### config.mk
export PLATFORM = sky130hd
export DESIGN_NAME = infix_converter
export DESIGN_NICKNAME = d
export VERILOG_FILES = /design/src/rtl/infix_converter.sv
export SDC_FILE = /design/constraint.sdc
export NUM_CORES = 1
export LEC_CHECK = 0
export BUFFER_PORTS_ARGS = -buffer_cell sky130_fd_sc_hd__buf_2
export CORE_ASPECT_RATIO = 0.9
export CORE_MARGIN = 3
export CORE_UTILIZATION = 45
export DETAILED_ROUTE_END_ITERATION = 10
export HOLD_SLACK_MARGIN = 0.15
export PLACE_DENSITY = 0.77
export SETUP_SLACK_MARGIN = 0.05
export SLEW_MARGIN = 20
export SYNTH_ARGS = -nofsm -noshare
export SYNTH_HDL_FRONTEND = slang
export SYNTH_SLANG_ARGS = --single-unit
### constraint.sdc
create_clock -name CLK -period 5.3 [get_ports CLK]
set_input_delay 0.795 -clock CLK [delete_from_list [all_inputs] [get_ports CLK]]
set_output_delay 0.795 -clock CLK [all_outputs]
set_load 0.01 [all_outputs]
### src/rtl/infix_converter.sv
// Infix-to-postfix token converter (shunting-yard) feeding a postfix calculator.
// Numbers pass straight through; operators are reordered through an internal
// operator stack so the downstream sees postfix order ending with '='.
module infix_converter #(
  parameter int OP_DEPTH = 16
) (
  input  logic        CLK,
  input  logic        RST,
  input  logic        in_stb,
  input  logic [31:0] in_data,
  input  logic        in_is_operator,
  output logic        in_ack,
  output logic        out_stb,
  output logic [31:0] out_data,
  output logic        out_is_operator,
  input  logic        out_ack,
  output logic        err
);

  localparam int AW = (OP_DEPTH > 1) ? $clog2(OP_DEPTH) : 1;
  localparam int CW = $clog2(OP_DEPTH + 1);

  localparam logic [2:0] OP_MUL = 3'b001;
  localparam logic [2:0] OP_ADD = 3'b010;
  localparam logic [2:0] OP_SUB = 3'b011;
  localparam logic [2:0] OP_EQ  = 3'b100;
  localparam logic [2:0] OP_LP  = 3'b101;
  localparam logic [2:0] OP_RP  = 3'b110;

  typedef enum logic [2:0] {IDLE, EMIT, POP_CMP, PUSH, ACK, DONE, ERR} state_t;

  state_t        state, state_n;
  logic [2:0]    stack [OP_DEPTH];
  logic [CW-1:0] count;
  logic [AW-1:0] top_idx;
  logic [2:0]    top_op;
  logic [2:0]    cur_op;
  logic          ret_ack;
  logic          err_q;
  logic          err_ack;
  logic          err_gap;

  logic          do_push, do_pop, fault, latch_op, load_emit, emit_last;
  logic [31:0]   emit_word;
  logic          emit_op;

  // '(' gets precedence 0 so it never wins a comparison; it is excluded explicitly anyway.
  function automatic logic [1:0] prec(input logic [2:0] op);
    case (op)
      OP_MUL:         prec = 2'd2;
      OP_ADD, OP_SUB: prec = 2'd1;
      default:        prec = 2'd0;
    endcase
  endfunction

  assign top_idx = AW'(count - CW'(1));
  assign top_op  = stack[top_idx];

  assign out_stb = (state == EMIT);
  assign in_ack  = (state == ACK) || ((state == ERR) && err_ack);
  assign err     = err_q;

  // State register.
  always_ff @(posedge CLK) begin
    if (RST) state <= IDLE;
    else     state <= state_n;
  end

  // Next-state and datapath control: decides what to emit, push or pop each cycle.
  always_comb begin
    state_n   = state;
    do_push   = 1'b0;
    do_pop    = 1'b0;
    fault     = 1'b0;
    latch_op  = 1'b0;
    load_emit = 1'b0;
    emit_last = 1'b0;
    emit_word = '0;
    emit_op   = 1'b0;
    case (state)
      IDLE: begin
        if (in_stb) begin
          if (!in_is_operator) begin
            load_emit = 1'b1;
            emit_word = in_data;
            emit_last = 1'b1;
            state_n   = EMIT;
          end else if (in_data[2:0] == 3'b000 || in_data[2:0] == 3'b111) begin
            fault   = 1'b1;
            state_n = ERR;
          end else begin
            latch_op = 1'b1;
            state_n  = POP_CMP;
          end
        end
      end
      POP_CMP: begin
        case (cur_op)
          OP_MUL, OP_ADD, OP_SUB: begin
            if (count != '0 && top_op != OP_LP && prec(top_op) >= prec(cur_op)) begin
              load_emit = 1'b1;
              emit_word = {29'b0, top_op};
              emit_op   = 1'b1;
              do_pop    = 1'b1;
              state_n   = EMIT;
            end else begin
              state_n = PUSH;
            end
          end
          OP_LP: state_n = PUSH;
          OP_RP: begin
            if (count == '0) begin
              fault   = 1'b1;
              state_n = ERR;
            end else if (top_op == OP_LP) begin
              do_pop  = 1'b1;
              state_n = ACK;
            end else begin
              load_emit = 1'b1;
              emit_word = {29'b0, top_op};
              emit_op   = 1'b1;
              do_pop    = 1'b1;
              state_n   = EMIT;
            end
          end
          OP_EQ: begin
            if (count == '0) begin
              load_emit = 1'b1;
              emit_word = {29'b0, OP_EQ};
              emit_op   = 1'b1;
              emit_last = 1'b1;
              state_n   = EMIT;
            end else if (top_op == OP_LP) begin
              fault   = 1'b1;
              state_n = ERR;
            end else begin
              load_emit = 1'b1;
              emit_word = {29'b0, top_op};
              emit_op   = 1'b1;
              do_pop    = 1'b1;
              state_n   = EMIT;
            end
          end
          default: begin
            fault   = 1'b1;
            state_n = ERR;
          end
        endcase
      end
      PUSH: begin
        if (count == CW'(OP_DEPTH)) begin
          fault   = 1'b1;
          state_n = ERR;
        end else begin
          do_push = 1'b1;
          state_n = ACK;
        end
      end
      EMIT: begin
        if (out_ack) state_n = ret_ack ? ACK : POP_CMP;
      end
      ACK:     state_n = DONE;
      DONE:    state_n = IDLE;
      ERR:     state_n = ERR;
      default: state_n = IDLE;
    endcase
  end

  // Stack count, emission registers and the sticky error / drop-ack bookkeeping.
  always_ff @(posedge CLK) begin
    if (RST) begin
      count           <= '0;
      out_data        <= '0;
      out_is_operator <= 1'b0;
      cur_op          <= 3'b000;
      ret_ack         <= 1'b0;
      err_q           <= 1'b0;
      err_ack         <= 1'b0;
      err_gap         <= 1'b0;
    end else begin
      if (load_emit) begin
        out_data        <= emit_word;
        out_is_operator <= emit_op;
        ret_ack         <= emit_last;
      end
      if (latch_op) cur_op <= in_data[2:0];
      if (fault) begin
        count   <= '0;
        err_q   <= 1'b1;
        err_ack <= 1'b1;
        err_gap <= 1'b0;
      end else begin
        if (do_push)     count <= count + CW'(1);
        else if (do_pop) count <= count - CW'(1);
        if (state == ERR) begin
          err_ack <= in_stb && !err_ack && !err_gap;
          err_gap <= err_ack;
        end
      end
    end
  end

  // Operator stack storage; contents are don't-care beyond the current count.
  always_ff @(posedge CLK) begin
    if (do_push) stack[AW'(count)] <= cur_op;
  end

endmodule

==> results list <==
- Number of standard cells after synthesis: 356
- Reg2reg start: count[0]$_SDFFE_PP0P_
* Post-Syn Area per Cell: 12.6 sq um
- The number of hold buffers added after CTS was 0.
* Fmax: 224 MHz
- Cells on Worst Hold Path: 2
- The max-slew violation count came to 0.
- Ranking of synthesized cells by instance count: 48 x sky130_fd_sc_hd__dfxtp_1, 48 x sky130_fd_sc_hd__edfxtp_1, 29 x sky130_fd_sc_hd__a22o_1, 21 x sky130_fd_sc_hd__a21oi_1, 19 x sky130_fd_sc_hd__nor2_1
* Total power of the final layout: 1.85 mW
- Maximum count of clock buffers along a single path: 2
- Port buffering added 72 buffers.
- Yosys mapped the design onto 59 distinct sky130hd cell types.
- For this design, the sink count on the clock tree is 96.
* Count of antenna-violating nets left after detailed routing: 0
- Relative to the synthesized area, the layout overhead comes to 13.5%.
- Number of diodes added for antenna fixing: 0
* Endpoints failing hold: 0
- Mux contribution to synthesized area: 10.5%
- Largest driver fanout on the critical path: 29
* Die area: 11200 sq um
- For this design the static power due to leakage is 1.98 nW.
- Unrepaired setup endpoints after global routing: false
- Beginning of the critical path: count[0]$_SDFFE_PP0P_
- Yosys printed 0 warnings.
- Pin count of the biggest net entering global routing: 31
* Count of buffers added by post-CTS timing repair for setup: 0
* EDFF count, synth: 48
- The core region is 9410 sq um.
- Vias after detailed routing: 3196
- Path class of the lowest-slack min-delay path: reg -> reg
- Measured against its own limit, the worst slew margin works out to 34.8%.
* Top flip-flop cell by instance count after synthesis: sky130_fd_sc_hd__edfxtp_1
- Worst-case clock skew: 0.0130 ns
* Final nets: 467
* Syn Nets: 400
* # resized after CTS: 0
- The worst setup path is launched from a register.
* Antenna violations before repair: 0
- The die is 101 microns tall.
- Outcome: finished clean
* Area of the mapped netlist: 4480 sq um
* Final RePlAce weighted congestion: 0.820
- Crit Reg-Reg Endpoint: out_data[11]$_SDFFE_PP0P_
- The synthesized netlist devotes 0.978% of its cell area to XOR and XNOR gates.
- Number of top-level pins: 73
* Area fraction in and, or, nand and nor cells after synthesis: 13.2%
* Number of global-route vias before repair: 3115
- At the pin with the least slew margin, the transition time is 0.976 ns.
- The cell sitting at the root of the clock tree is a sky130_fd_sc_hd__clkbuf_8.
- The path with the worst hold slack has its endpoint at err$_SDFFE_PP0P_.
* Proportion of layout cells with a drive suffix above 1: 26.9%
- Post-DP HPWL: 7190 microns
* Power per standard cell area: 365 nW/um^2
* Standard-cell rows: 33
- The first TritonRoute pass finished after 5 iterations.
- TritonCTS built the clock tree.
- CTS clock-pin slew for the worst setup and hold paths: 0.10 ns
* Vias per std cell: 5.81
* Data arrival, critical path: 4.76 ns
- In this run the biggest area consumer among cell types represents 32.2% of the synthesized area.
* Flip-flop and latch count after synthesis: 96
- The startpoint identified for the worst hold timing path is err$_SDFFE_PP0P_.
- Summing the areas of all compound-gate instances in the mapped netlist gives 16.1% of the synthesized area.
- Dividing the final minimum period by the clock period gives 84.2%.
* # Max-Cap Violations: 0
- By area the synthesized netlist is led by sky130_fd_sc_hd__edfxtp_1 32%, sky130_fd_sc_hd__dfxtp_1 21%, sky130_fd_sc_hd__mux4_1 6.5%.
- After layout, the minimum clock period comes to 4.46 ns.
- Remaining DRCs: 0
- The first global-routing pass estimated 16100 microns of wire.
- IR analysis of the VDD net gives a maximum drop of 0.193 mV.
* Clock latency on the worst-skew pair: 0.36 ns
- Dividing the detail-routed wire length by the instance count gives 18.1 microns.
- Cell taking the most area after synthesis: sky130_fd_sc_hd__edfxtp_1
- The number of cells on the worst reg-to-reg path is 15.
- Reg-to-reg slack, setup: 0.84 ns
- DRC violation total after the first TritonRoute iteration: 296
- Starting density of the core: 47.5%
- Total Routing Usage GR: 18.0%
* Total Wirelength: 9980 microns
* Sum of overflow across all layers after global routing: 0
- In the final timing run, aggregate negative setup slack is 0 ns.
- For this run, the register share of the synthesized area comes to 53.7%.
- Data on the critical path is required at its endpoint by 5.60 ns.
- Post-synth ARST share: 0%
- Main combinational cell family by area after synthesis: compound AO/OA/AOI/OAI gates
- Count of H-tree levels built during CTS: 3
* Startpoint-to-endpoint class of the critical path: reg -> reg
- Clock tree synthesis inserted a total of 9 buffers.
* Endpoint kind of the worst setup timing path: register
- The synthesized netlist devotes 1.96% of its cell area to adder and majority cells.
- Setup-failing EPs final: 0
- Die Span X: 111 microns
## power breakdown
part	total, mW	leakage, nW	switching, mW	internal [mW]
Sequential	0.928	0.833	0.0792	0.849
Combinational	0.475	1.05	0.274	0.201
Clock	0.451	0.0955	0.261	0.190
## sequential cells by signal (all words and copies together), names as in the netlist
| signal | flops |
|---|---|
| err | 1 |
| out_is_operator | 1 |
| err_ack | 1 |
| state | 3 |
| count | 5 |
| err_gap | 1 |
| ret_ack | 1 |
| stack | 48 |
| out_data | 32 |
| cur_op | 3 |
## metal layers
layer | vias up | track usage [%] | share of wire [%]
met3 | 9 | 3.60 | 5.1
met2 | 114 | 29.8 | 50
met4 | 0 | 5.43 | 1.1
met1 | 1546 | 24.3 | 44
li1 | 1527 | - | -
met5 | - | 0 | 0
## cell usage in the layout (no fill, tap or decap), types with 4 or more instances in the layout
| cell | count |
|---|---|
| sky130_fd_sc_hd__and3_1 | 7 |
| sky130_fd_sc_hd__a31oi_1 | 6 |
| sky130_fd_sc_hd__nand2_1 | 13 |
| sky130_fd_sc_hd__mux2i_1 | 10 |
| sky130_fd_sc_hd__nand3_1 | 7 |
| sky130_fd_sc_hd__nor4_1 | 4 |
| sky130_fd_sc_hd__nand2b_1 | 4 |
| sky130_fd_sc_hd__nor3_1 | 6 |
| sky130_fd_sc_hd__dfxtp_1 | 48 |
| sky130_fd_sc_hd__nor2_1 | 18 |
| sky130_fd_sc_hd__mux4_1 | 11 |
| sky130_fd_sc_hd__a211oi_1 | 7 |
| sky130_fd_sc_hd__a21oi_1 | 21 |
| sky130_fd_sc_hd__inv_1 | 10 |
| sky130_fd_sc_hd__clkbuf_8 | 10 |
| sky130_fd_sc_hd__o31ai_1 | 4 |
| sky130_fd_sc_hd__o21ai_0 | 11 |
| sky130_fd_sc_hd__and2_1 | 14 |
| sky130_fd_sc_hd__ha_1 | 7 |
| sky130_fd_sc_hd__a22o_1 | 29 |
| sky130_fd_sc_hd__edfxtp_1 | 48 |
| sky130_fd_sc_hd__buf_2 | 72 |
## metrics by stage
step	worst slack (ns)	util [%]	cell area (sq um)	hold slack [ns]	cells
global route	0.447	53.9	5080	0.491	550
floorplan	1.51	-	4480	0.465	356
detailed placement	0.878	51.9	4890	0.439	534
finish	0.835	53.9	5080	0.449	550
CTS	0.834	53.9	5070	0.454	550
global placement	1.11	51.9	4890	0.433	534
## critical path: stages, from the launching register on
cell and delay (ns):
sky130_fd_sc_hd__dfxtp_1 0.32, sky130_fd_sc_hd__buf_4 0.26, sky130_fd_sc_hd__inv_1 0.16, sky130_fd_sc_hd__ha_1 0.73, sky130_fd_sc_hd__mux4_1 0.41, sky130_fd_sc_hd__mux2i_1 0.25
sky130_fd_sc_hd__mux2_2 0.31, sky130_fd_sc_hd__nand2_1 0.08, sky130_fd_sc_hd__ha_1 0.29, sky130_fd_sc_hd__nand2b_1 0.14, sky130_fd_sc_hd__a21oi_1 0.28, sky130_fd_sc_hd__nor4_1 0.11
sky130_fd_sc_hd__o21a_1 0.30, sky130_fd_sc_hd__a211oi_4 0.23, sky130_fd_sc_hd__buf_4 0.33, sky130_fd_sc_hd__a22o_1 0.20
## how the worst max path moves through the flow
stage	slack (ns)	to
6_report	0.84	out_data[11]$_SDFFE_PP0P_
5_1_grt	0.45	count[3]$_SDFFE_PP0P_
4_1_cts	0.83	out_data[5]$_SDFFE_PP0P_
3_5_place_dp	0.88	out_data[8]$_SDFFE_PP0P_
3_3_place_gp	1.11	count[3]$_SDFFE_PP0P_
2_1_floorplan	1.51	count[3]$_SDFFE_PP0P_
## area by class of cell
cell class                      count  area [sq um]
Fill cell                         821          4340
Multi-Input combinational cell    231          1920
Tap cell                          122           153
Sequential cell                    96          2400
Clock buffer                       10           138
Inverter                           10          37.5
Clock inverter                      6          47.5
Timing Repair Buffer               75           383
## kinds of logic (layout without fill, tap and decap cells)
| group | Yosys count | in the layout |
|---|---|---|
| xor gates and xnor gates | 2 | 2 |
| adders and majority gates | 7 | 7 |
| and+or+nand+nor | 99 | 99 |
| AOI/OAI and AO/OA | 97 | 97 |
| DFF | 96 | 96 |
| muxes | 26 | 26 |
| buffers and inverters | 29 | 101 |
No activity file was read; power rests on OpenSTA's default activity.
